File: src/rtl/toy_intr_sched_if.sv
// rtl/toy_intr_sched_if.sv - core-side request/trap handshake bundle for toy_intr_sched
// The scheduler owns the request and status lines; the core owns rdy/clr.
interface toy_intr_sched_if #(
  parameter int NSRC = 7
);
  logic            intr_vld;
  logic [3:0]      intr_op;
  logic            intr_rdy;
  logic            intr_clr;
  logic [NSRC-1:0] intr_pending;
  logic            intr_busy;
  logic            intr_timeout;

  modport master (
    output intr_vld, intr_op, intr_pending, intr_busy, intr_timeout,
    input  intr_rdy, intr_clr
  );

  modport slave (
    input  intr_vld, intr_op, intr_pending, intr_busy, intr_timeout,
    output intr_rdy, intr_clr
  );
endinterface

File: src/rtl/toy_intr_sched.sv
// rtl/toy_intr_sched.sv - fixed-priority interrupt scheduler with valid/ready request and clr rearm
// Optional WAIT_CLR watchdog enabled by defining TOY_INTR_SCHED_TIMEOUT_EN.
module toy_intr_sched #(
  parameter int NSRC           = 7,
  parameter int TIMEOUT_CYCLES = 1024
) (
  input  logic             clk,
  input  logic             rst,
  input  logic             intr_debug_sync,
  input  logic             intr_meip_sync,
  input  logic             intr_msip_sync,
  input  logic             intr_mtip_sync,
  input  logic             intr_seip_sync,
  input  logic             intr_ssip_sync,
  input  logic             intr_stip_sync,
  input  logic [5:0]       src_en,
  input  logic             m_glb_en,
  input  logic             s_glb_en,
  toy_intr_sched_if.master bus
);

  localparam logic [1:0] ST_IDLE     = 2'd0;
  localparam logic [1:0] ST_REQ      = 2'd1;
  localparam logic [1:0] ST_WAIT_CLR = 2'd2;

  logic [1:0]      state_q, state_d;
  logic [NSRC-1:0] pend_q, pend_d;
  logic [NSRC-1:0] pulse, elig, clr_mask;
  logic [2:0]      gnt_q, gnt_d, win_idx;
  logic [3:0]      op_q, op_d, win_op;
  logic            win_any;
  logic            hs;
  logic            timeout;

  assign pulse = {intr_debug_sync, intr_meip_sync, intr_msip_sync, intr_mtip_sync,
                  intr_seip_sync, intr_ssip_sync, intr_stip_sync};

  // Debug is never masked; masked sources keep their pending bits.
  assign elig = {pend_q[6],
                 pend_q[5:3] & src_en[5:3] & {3{m_glb_en}},
                 pend_q[2:0] & src_en[2:0] & {3{s_glb_en}}};

  always_comb begin
    win_any = 1'b1;
    win_idx = 3'd0;
    win_op  = 4'd0;
    if      (elig[6]) begin win_idx = 3'd6; win_op = 4'd15; end
    else if (elig[5]) begin win_idx = 3'd5; win_op = 4'd11; end
    else if (elig[4]) begin win_idx = 3'd4; win_op = 4'd3;  end
    else if (elig[3]) begin win_idx = 3'd3; win_op = 4'd7;  end
    else if (elig[2]) begin win_idx = 3'd2; win_op = 4'd9;  end
    else if (elig[1]) begin win_idx = 3'd1; win_op = 4'd1;  end
    else if (elig[0]) begin win_idx = 3'd0; win_op = 4'd5;  end
    else              win_any = 1'b0;
  end

  assign hs = (state_q == ST_REQ) && bus.intr_rdy;

  // A fresh pulse on the granted bit in the handshake cycle re-sets it.
  always_comb begin
    clr_mask = '0;
    if (hs) clr_mask[gnt_q] = 1'b1;
    pend_d = (pend_q & ~clr_mask) | pulse;
  end

  always_comb begin
    state_d = state_q;
    gnt_d   = gnt_q;
    op_d    = op_q;
    case (state_q)
      ST_IDLE: begin
        if (win_any) begin
          state_d = ST_REQ;
          gnt_d   = win_idx;
          op_d    = win_op;
        end
      end
      ST_REQ:      if (hs) state_d = ST_WAIT_CLR;
      ST_WAIT_CLR: if (bus.intr_clr || timeout) state_d = ST_IDLE;
      default:     state_d = ST_IDLE;
    endcase
  end

`ifdef TOY_INTR_SCHED_TIMEOUT_EN
  localparam int CW = (TIMEOUT_CYCLES > 1) ? $clog2(TIMEOUT_CYCLES) : 1;
  logic [CW-1:0] cnt_q, cnt_d;

  // Counter sits at 0 outside WAIT_CLR, so it starts from 0 on every entry.
  assign cnt_d   = (state_q == ST_WAIT_CLR) ? cnt_q + 1'b1 : '0;
  assign timeout = (state_q == ST_WAIT_CLR) && (cnt_q == CW'(TIMEOUT_CYCLES - 1)) && !bus.intr_clr;

  always_ff @(posedge clk) begin
    if (rst) cnt_q <= '0;
    else     cnt_q <= cnt_d;
  end
`else
  logic unused_timeout_cfg;
  assign unused_timeout_cfg = ^TIMEOUT_CYCLES;
  assign timeout            = 1'b0;
`endif

  always_ff @(posedge clk) begin
    if (rst) begin
      state_q <= ST_IDLE;
      pend_q  <= '0;
      gnt_q   <= 3'd0;
      op_q    <= 4'd0;
    end else begin
      state_q <= state_d;
      pend_q  <= pend_d;
      gnt_q   <= gnt_d;
      op_q    <= op_d;
    end
  end

  assign bus.intr_vld     = (state_q == ST_REQ);
  assign bus.intr_op      = (state_q == ST_REQ) ? op_q : 4'd0;
  assign bus.intr_pending = pend_q;
  assign bus.intr_busy    = (state_q != ST_IDLE);
  assign bus.intr_timeout = timeout;

endmodule

File: src/flat_wrapper.sv
// flat-port wrapper written by rule: the top's interface ports become plain ports
module toy_intr_sched_flat 
#(
  parameter int NSRC           = 7,
  parameter int TIMEOUT_CYCLES = 1024
)
  (clk, rst, intr_debug_sync, intr_meip_sync, intr_msip_sync, intr_mtip_sync, intr_seip_sync, intr_ssip_sync, intr_stip_sync, src_en, m_glb_en, s_glb_en, bus_intr_vld, bus_intr_op, bus_intr_pending, bus_intr_busy, bus_intr_timeout, bus_intr_rdy, bus_intr_clr);
  toy_intr_sched_if #(.NSRC(NSRC)) bus_i ();
  input  logic clk;
  input  logic rst;
  input  logic intr_debug_sync;
  input  logic intr_meip_sync;
  input  logic intr_msip_sync;
  input  logic intr_mtip_sync;
  input  logic intr_seip_sync;
  input  logic intr_ssip_sync;
  input  logic intr_stip_sync;
  input  logic [5:0] src_en;
  input  logic m_glb_en;
  input  logic s_glb_en;
  output wire logic [$bits(bus_i.intr_vld)-1:0] bus_intr_vld;
  output wire logic [$bits(bus_i.intr_op)-1:0] bus_intr_op;
  output wire logic [$bits(bus_i.intr_pending)-1:0] bus_intr_pending;
  output wire logic [$bits(bus_i.intr_busy)-1:0] bus_intr_busy;
  output wire logic [$bits(bus_i.intr_timeout)-1:0] bus_intr_timeout;
  input wire logic [$bits(bus_i.intr_rdy)-1:0] bus_intr_rdy;
  input wire logic [$bits(bus_i.intr_clr)-1:0] bus_intr_clr;
  assign bus_intr_vld = bus_i.intr_vld;
  assign bus_intr_op = bus_i.intr_op;
  assign bus_intr_pending = bus_i.intr_pending;
  assign bus_intr_busy = bus_i.intr_busy;
  assign bus_intr_timeout = bus_i.intr_timeout;
  assign bus_i.intr_rdy = bus_intr_rdy;
  assign bus_i.intr_clr = bus_intr_clr;
  toy_intr_sched #(.NSRC(NSRC), .TIMEOUT_CYCLES(TIMEOUT_CYCLES)) u_core (.clk(clk), .rst(rst), .intr_debug_sync(intr_debug_sync), .intr_meip_sync(intr_meip_sync), .intr_msip_sync(intr_msip_sync), .intr_mtip_sync(intr_mtip_sync), .intr_seip_sync(intr_seip_sync), .intr_ssip_sync(intr_ssip_sync), .intr_stip_sync(intr_stip_sync), .src_en(src_en), .m_glb_en(m_glb_en), .s_glb_en(s_glb_en), .bus(bus_i));
endmodule
File: config.mk
export PLATFORM = sky130hd
export DESIGN_NAME = toy_intr_sched_flat
export DESIGN_NICKNAME = d
export VERILOG_FILES = /design/src/rtl/toy_intr_sched_if.sv /design/src/rtl/toy_intr_sched.sv /design/src/flat_wrapper.sv
export SDC_FILE = /design/constraint.sdc
export NUM_CORES = 1
export LEC_CHECK = 0
export CORE_MARGIN = 3
export CORE_UTILIZATION = 41
export CTS_CLUSTER_SIZE = 8
export DETAILED_ROUTE_END_ITERATION = 10
export GPL_TIMING_DRIVEN = 0
export PLACE_DENSITY = 0.77
export SLEW_MARGIN = 10
export SYNTH_ARGS = -nofsm -noshare
export SYNTH_HDL_FRONTEND = slang
export SYNTH_SLANG_ARGS = --single-unit
File: constraint.sdc
create_clock -name clk -period 1.83 [get_ports clk]
set_input_delay 0.366 -clock clk [delete_from_list [all_inputs] [get_ports clk]]
set_output_delay 0.366 -clock clk [all_outputs]
set_load 0.01 [all_outputs]
# ---- Word-level counts from Yosys, hierarchy flattened
# Cells that the tools add are included.
dict set report totals {
  ff_bits 16
  latch_bits 0
  ramBits 0
  mem_bits_ro 0
  input_bits 19
  output_inout_bits 14
  elab_cells 52
  n_memories 0
}
dict set report op_classes {
  addsub 0
  multipliers 0
  n_div 0
  n_lt_le_gt_ge 2
  n_eq_ne 5
  shift 0
  n_mux 28
  n_bitwise 7
  reduce_logical 6
}
# operator n
set ops {}
lappend ops {{4-bit 2-to-1 mux} 7}
lappend ops {{3-bit 2-to-1 mux} 6}
lappend ops {{3-bit bitwise AND} 4}
lappend ops {{1-bit 2-to-1 mux} 9}
lappend ops {{7-bit bitwise AND} 1}
lappend ops {{7-bit 2-to-1 mux} 1}
lappend ops {{7-bit inverter} 1}
lappend ops {{7-bit bitwise OR} 1}
lappend ops {{2-bit 2-to-1 mux} 3}
lappend ops {{2-bit one-hot mux with 3 select lines} 1}
lappend ops {{3-bit by 4-bit less-than comparator with 1-bit output, second input constant} 1}
lappend ops {{2-bit by 1-bit != test with 1-bit output, second input constant} 2}
lappend ops {{1-bit demux with 3-bit select} 1}
lappend ops {{3-bit by 1-bit >= comparator with 1-bit output, second input constant} 1}
lappend ops {{3-bit AND reduction} 1}
lappend ops {{2-bit by 1-bit equality test with 1-bit output, second input constant} 1}
lappend ops {{2-bit equality test, second input constant} 1}
lappend ops {{1-bit logical AND} 2}
lappend ops {{2-bit logical NOT} 1}
lappend ops {{2-bit != test, second input constant} 1}
lappend ops {{2-bit AND reduction} 1}
lappend ops {{2-bit nonzero test} 1}

# ---- Depth between registers and ports, before layout
# Gate-level depths: netlist of run 1.
dict set report depth {
  depth_word 11
  depth_mapped 5
  mapped_depth_nobuf 5
}

# ---- Least setup slack after synthesis of run 1
# Ideal clock, no wire load.
dict set report synth_path {
  kind {reg2reg}
  startpoint {register u_core.pend_q[0], in the netlist u_core.bus.intr_pending[0]}
  endpoint {register u_core.op_q[3]}
  arrival_ns 1.289
  path_slack_ns 0.423
  path_stages_with_launch 5
  path_buffers 0
  cell_sequence {dfxtp_1 > a22o_1 > a211oi_2 > a21oi_1 > o221a_2}
}
dict set report synth_via {
  elab_chain_len 10
}
# item line
set synth_rtl {}
lappend synth_rtl {{start: declaration} toy_intr_sched.sv:27} ;# logic [NSRC-1:0] pend_q, pend_d;
lappend synth_rtl {{start signal: assignment} toy_intr_sched.sv:110} ;# pend_q <= pend_d;
lappend synth_rtl {{3-bit bitwise AND (2 in a row)} toy_intr_sched.sv:41} ;# pend_q[2:0] & src_en[2:0] & {3{s_glb_en}}};
lappend synth_rtl {{1-bit 2-to-1 mux} toy_intr_sched.sv:53} ;# else if (elig[0]) begin win_idx = 3'd0; win_op = 4'd5; end
lappend synth_rtl {{1-bit 2-to-1 mux} toy_intr_sched.sv:52} ;# else if (elig[1]) begin win_idx = 3'd1; win_op = 4'd1; end
lappend synth_rtl {{1-bit 2-to-1 mux} toy_intr_sched.sv:51} ;# else if (elig[2]) begin win_idx = 3'd2; win_op = 4'd9; end
lappend synth_rtl {{1-bit 2-to-1 mux} toy_intr_sched.sv:50} ;# else if (elig[3]) begin win_idx = 3'd3; win_op = 4'd7; end
lappend synth_rtl {{1-bit 2-to-1 mux} toy_intr_sched.sv:49} ;# else if (elig[4]) begin win_idx = 3'd4; win_op = 4'd3; end
lappend synth_rtl {{1-bit 2-to-1 mux} toy_intr_sched.sv:48} ;# else if (elig[5]) begin win_idx = 3'd5; win_op = 4'd11; end
lappend synth_rtl {{1-bit 2-to-1 mux} toy_intr_sched.sv:47} ;# if (elig[6]) begin win_idx = 3'd6; win_op = 4'd15; end
lappend synth_rtl {{2-bit AND reduction (no line)} --}
lappend synth_rtl {{end signal: assignment} toy_intr_sched.sv:112} ;# op_q <= op_d;
lappend synth_rtl {{end: declaration} toy_intr_sched.sv:30} ;# logic [3:0] op_q, op_d, win_op;
# Every way passes these cells.
# A chain may end at the register's enable or synchronous reset.

# ---- Worst setup path after layout of run 1
dict set report layout_path {
  startpoint {register u_core.state_q[0]}
  endpoint {output bus_intr_busy}
}
dict set report layout_via {
  elab_chain_len 1
}
# item line
set layout_rtl {}
lappend layout_rtl {{start: declaration} toy_intr_sched.sv:26} ;# logic [1:0] state_q, state_d;
lappend layout_rtl {{start signal: assignment} toy_intr_sched.sv:109} ;# state_q <= state_d;
lappend layout_rtl {{2-bit nonzero test} toy_intr_sched.sv:119} ;# assign bus.intr_busy = (state_q != ST_IDLE);
lappend layout_rtl {{end: declaration} flat_wrapper.sv:24} ;# output wire logic [$bits(bus_i.intr_busy)-1:0] bus_intr_busy;
# Every way passes these cells.

==> results.ini, run 1 <==
[sta]
timing_max_transition_violations_final=0
grt_setup_unrepaired=no
fmax_mhz=572
finalClockSkew_ns=0.00762
report.final.setup_viol=0
fin_ws_ns=0.0816
finalWorstPathRequiredPeriod_ns=1.75
setup_total_negative_slack_ns=0
period_share_pct=95.5
timing_hold_violations_final=0

[floorplanning]
die_w_um=50.4
area_of_the_placeable_core_um2=1780
placementRows=15
floorplan.die_area_um2=2540
die_height_um=50.4
floorplan.initialDensity_pct=45.3
io-pin-count=33

[layout]
drive_above_1_share_pct=8.21
fin_nets=155
finish.utilization_pct=65.8
layout-area-overhead-vs-synth_pct=45.4
mostFrequentLayoutCell=sky130_fd_sc_hd__clkdlybuf4s50_1
final_cells=159
most-common-layout-cells=26 x sky130_fd_sc_hd__clkdlybuf4s50_1, 14 x sky130_fd_sc_hd__dfxtp_1, 12 x sky130_fd_sc_hd__a21oi_1
stdcell_area_um2=1170
n_antenna_cell=0

[placement]
pre_cts_ws_ns=-0.183
portBuffers=31
place.gp.congestion=0.898
cell_area_placed_um2=1150
place.detailed.hpwl_um=1650
placed_cells=156

[critical_path]
critical_setup_path_kind=reg -> out
timing.critical_path.cells=nor2_2 -> inv_1 -> clkdlybuf4s50_1
cp_data_arrival_time_ns=1.38
worst-path-max-fanout=5
endpoint_kind=output pin
r2r_cells=4
slowest_delay_ns=0.56
cell_with_the_largest_stage_delay_on_the_worst_path=sky130_fd_sc_hd__clkdlybuf4s50_1
type_of_element_launching_the_critical_path=register
worstPathRequired_ns=1.46

[power_and_ir_drop]
power.leakage_nw=0.509
pwr_density_cell_nw_per_um2=716
peakVddDrop_mv=0.428

[grt]
first_global_vias=762
gr-total-overflow=0
grt_antenna_before_repair=0
gr-usage-all-layers_pct=17.4
grt_first_pass_wirelength_um=3330
grt_max_degree=11

[status]
run_status=completed

[synthesis]
synth_area_per_cell_um2=8.07
yosys_warnings=0
ys_types=30
synth_cells=100
yosysSeqAreaShare_pct=39.7
mappedNetlistArea_um2=807
synthesis.nets=119
number_of_synthesized_register_bits=16

[clock_network]
inserted_clock_buffers=3
worst_skew_pair.late_latency_ns=0.29
postcts_setup_bufs=0
clockBufferDepth=2
cts.sink_count=16
clock_tree.root_cell=sky130_fd_sc_hd__clkbuf_4
clk_pin_slew_ns=0.09
cts_max_level=1
tritoncts=built
cts-hold-fix-buffers=0

[detailed_routing]
routed_wirelength_um=2050
drt_pass1_iterations=4
ant_nets=0
drt-wirelength-per-cell_um=12.9
via_per_inst=5.30
drt_first_iter_violations=29
remaining_routing_drc_violations=0
route.vias.total=843

[hold_path]
type_of_the_tightest_min_delay_check=reg -> reg
timing.hold.worst_path_depth=2

[job]
drv_cap=0

==> metrics by stage <==
stage	power [mW]	hold WS, ns
finish	0.840	0.466
global route	0.893	0.502
global placement	0.661	0.441
detailed placement	0.663	0.454
CTS	0.845	0.469
floorplan	0.542	0.432
==> what timing repair did <==
action / 4_1_cts / 5_1_grt
pin swaps: 0 / 0
setup endpoints to repair: 6 / 1
gates resized for setup: 8 / 2
==> logic make-up after synthesis <==
kind of cell / synth area share [%]
buf+inv: 6.98
flops: 39.7
compound gates: 34.9
other cells: 0.465
simple gates: 18.0
==> state kept, by name, summed over array words and instances, names as in the netlist <==
register / flops
u_core.bus.intr_pending: 7
u_core.gnt_q: 3
u_core.op_q: 4
u_core.state_q: 2
==> critical path, delay by kind of cell (launching register included) <==
family                 cells  cell delay [ns]
and+or+nand+nor            1             0.06
DFF                        1             0.37
buffers and inverters      2             0.68
==> synth_stat cells <==
library cell                n  area (um^2)
sky130_fd_sc_hd__a41oi_1    1         8.76
sky130_fd_sc_hd__buf_4      1         7.51
sky130_fd_sc_hd__nor2b_1    2         12.5
sky130_fd_sc_hd__a31o_1     1         8.76
sky130_fd_sc_hd__and3_1     3         18.8
sky130_fd_sc_hd__nand2_1    6         22.5
sky130_fd_sc_hd__conb_1     1         3.75
sky130_fd_sc_hd__o21ai_0   10         50.1
sky130_fd_sc_hd__nand3_1    5         25.0
sky130_fd_sc_hd__a22o_1     2         17.5
sky130_fd_sc_hd__o21a_1     2         15.0
sky130_fd_sc_hd__and2_1     5         31.3
sky130_fd_sc_hd__a32o_1     1         10.0
sky130_fd_sc_hd__clkbuf_1   2         7.51
sky130_fd_sc_hd__a221oi_1   1         8.76
sky130_fd_sc_hd__a22oi_1    1         7.51
sky130_fd_sc_hd__a211oi_2   1         12.5
sky130_fd_sc_hd__nand2b_1   2         12.5
sky130_fd_sc_hd__a21o_1     1         7.51
sky130_fd_sc_hd__o31ai_1    3         22.5
sky130_fd_sc_hd__a221oi_2   1         15.0
sky130_fd_sc_hd__inv_1     11         41.3
sky130_fd_sc_hd__a211o_1    1         8.76
sky130_fd_sc_hd__nor2_1     4         15.0
sky130_fd_sc_hd__a21oi_1   12         60.1
sky130_fd_sc_hd__nor3b_1    1         7.51
sky130_fd_sc_hd__o221a_2    1         11.3
sky130_fd_sc_hd__o211a_1    1         10.0
sky130_fd_sc_hd__a21boi_0   1         7.51
sky130_fd_sc_hd__dfxtp_1   16          320
==> final timing paths <==
kind,endpoint,from,slack [ns]
max,bus_intr_busy,u_core.state_q[0],0.08
min,u_core.op_q[2],u_core.op_q[2],0.47
max reg2reg,u_core.op_q[3],u_core.bus.intr_pending[0],0.29
min reg2reg,u_core.op_q[2],u_core.op_q[2],0.47
==> power breakdown <==
group / switching [mW] / internal [mW]
registers: 0.0293 / 0.385
logic: 0.108 / 0.130
clock network: 0.110 / 0.0765
==> routing by layer <==
| metal | GRT usage (%) | vias up | routed length, um |
|---|---|---|---|
| met3 | 3.56 | 4 | 124 |
| met5 | 0 | - | 0 |
| met2 | 28.3 | 31 | 960 |
| met1 | 22.0 | 379 | 931 |
| li1 | - | 429 | - |
| met4 | 8.07 | 0 | 32 |
==> final cells by class <==
class,count,area [um^2]
Buffer,3,18.8
Tap cell,25,31.3
Timing Repair Buffer,31,304
Clock buffer,3,22.5
Fill cell,167,609
Multi-Input combinational cell,70,433
Inverter,11,41.3
Sequential cell,16,323
Power figures use the tool's default switching activity.
==> run 2, diff against run 1 <==
Settings changed: CELL_PAD_IN_SITES_DETAIL_PLACEMENT set to 1, CELL_PAD_IN_SITES_GLOBAL_PLACEMENT set to 2, CORE_UTILIZATION 41 to 22, PLACE_DENSITY 0.77 to unset, PLACE_DENSITY_LB_ADDON set to 0.1, SKIP_CTS_REPAIR_TIMING set to 1.
==> run 2 against run 1 <==
Core utilization fell by 29 points. Largest power group unchanged. Die area up 75%. Combinational power up 8%. Clock skew is 0.0069 ns lower. Hold slack got worse by 0.012 ns. Highest routed layer unchanged. Register-to-register slack improved by 0.05 ns. Critical path type is now in -> reg. Cell area increased by 7.7%. Non-clock buffer count is 2 higher.
==> results.ini, run 2 (same netlist as run 1, synthesis figures left out) <==
[status]
run_status=completed

[floorplanning]
floorplan.initialDensity_pct=23.4
area_of_the_placeable_core_um2=3440
io-pin-count=33
die_height_um=66.6
placementRows=21
floorplan.die_area_um2=4430
die_w_um=66.6

[clock_network]
clockBufferDepth=2
cts.sink_count=16
clock_tree.root_cell=sky130_fd_sc_hd__clkbuf_8
inserted_clock_buffers=3
tritoncts=built
worst_skew_pair.late_latency_ns=0.24
cts_max_level=1
clk_pin_slew_ns=0.06

[sta]
max-slew-margin-rel_pct=61.9
finalHoldWorstSlack_ns=0.454
setup_total_negative_slack_ns=0
finalWorstPathRequiredPeriod_ns=1.75
report.final.setup_viol=0
period_share_pct=95.8
timing_hold_violations_final=0
finalClockSkew_ns=0.000742
fmax_mhz=570
timing_max_transition_violations_final=0
slew_at_the_pin_closest_to_its_max_slew_limit_ns=0.572

[critical_path]
reg2reg_from=u_core.bus.intr_pending[2]
cp_data_arrival_time_ns=1.89
worst_r2r_endpoint=u_core.gnt_q[1]
type_of_element_launching_the_critical_path=primary input
endpoint_kind=register
setup.reg_to_reg.worst_slack_ns=0.34
r2r_cells=4
critical_setup_path_kind=in -> reg
worstPathRequired_ns=1.97
worst-path-max-fanout=7

[detailed_routing]
drt-wirelength-per-cell_um=13.7
routed_wirelength_um=2500
remaining_routing_drc_violations=0
route.vias.total=863
ant_nets=0
via_per_inst=4.74
drt_pass1_iterations=4
drt_first_iter_violations=25

[hold_path]
timing.hold.worst_path_depth=1
type_of_the_tightest_min_delay_check=reg -> reg
worstHoldStart=u_core.op_q[0]
min_delay_worst_endpoint=u_core.op_q[0]

[layout]
largest_register_ffs=7
layout-area-overhead-vs-synth_pct=56.6
drive_above_1_share_pct=8.82
most-common-layout-cells=24 x sky130_fd_sc_hd__clkdlybuf4s50_1, 15 x sky130_fd_sc_hd__dfxtp_1, 12 x sky130_fd_sc_hd__a21oi_1
n_fill_cell=435
mostFrequentLayoutCell=sky130_fd_sc_hd__clkdlybuf4s50_1
fin_nets=157
n_antenna_cell=0

[grt]
gr-total-overflow=0
grt_first_pass_wirelength_um=3950
groute.layer.met3.usage_pct=2.36
global_route.usage.met2_pct=19.4
busiest_layer=met2
grt_max_degree=11
global_route.usage.met1_pct=15.2
grt_antenna_before_repair=0
first_global_vias=851
gr-usage-all-layers_pct=12.0

[placement]
place.gp.congestion=0.713
portBuffers=31
place.detailed.hpwl_um=1960

[power_and_ir_drop]
peakVddDrop_mv=0.302
power.leakage_nw=0.614
design_power_total_mw=0.932
pwr_density_cell_nw_per_um2=737

[job]
drv_cap=0

==> run 2: routing by layer <==
| metal | vias up | part of all wire, % |
|---|---|---|
| met5 | - | 0 |
| met3 | 2 | 6.0 |
| met4 | 0 | 0.64 |
| met1 | 411 | 45 |
| met2 | 21 | 48 |
| li1 | 429 | - |
==> run 2: worst max-delay path by stage <==
stage | startpoint | to | slack (ns) | cells after the start
finish | m_glb_en | u_core.op_q[3] | 0.08 | 5
global route | m_glb_en | u_core.op_q[3] | -0.004 | 5
floorplan | u_core.bus.intr_pending[0] | u_core.op_q[3] | 0.42 | 4
CTS | u_core.state_q[0] | bus_intr_op[0] | -0.33 | 4
detailed placement | src_en[2] | u_core.op_q[3] | -0.26 | 5
global placement | src_en[2] | u_core.op_q[3] | -0.25 | 5
==> run 2: cell type report <==
type | count | area, um^2 | share of cell area [%]
Multi-Input combinational cell | 70 | 440 | 34.9
Sequential cell | 16 | 322 | 25.4
Tap cell | 46 | 57.6 | 4.55
Timing Repair Buffer | 33 | 343 | 27.1
Buffer | 3 | 18.8 | 1.49
Clock buffer | 3 | 41.3 | 3.27
Inverter | 11 | 41.3 | 3.27
==> run 2: critical path: stages <==
cell	delay, ns
sky130_fd_sc_hd__clkdlybuf4s50_1	0.53
sky130_fd_sc_hd__and3_1	0.28
sky130_fd_sc_hd__a211oi_4	0.28
sky130_fd_sc_hd__a21oi_1	0.15
sky130_fd_sc_hd__o221a_2	0.29
==> run 2: through the flow <==
stage               instance area (um^2)  util, %  worst slack (ns)  cells
floorplan                            807        -             0.423    100
global placement                    1170     34.1            -0.251    177
detailed placement                  1170     34.1            -0.260    177
CTS                                 1220     35.3            -0.326    180
global route                        1260     36.7          -0.00389    182
finish                              1260     36.7            0.0762    182
==> run 2: power by group <==
part	total, mW	switching, mW	internal (mW)
clock	0.258	0.112	0.146
combinational	0.258	0.117	0.141
sequential	0.416	0.0302	0.385
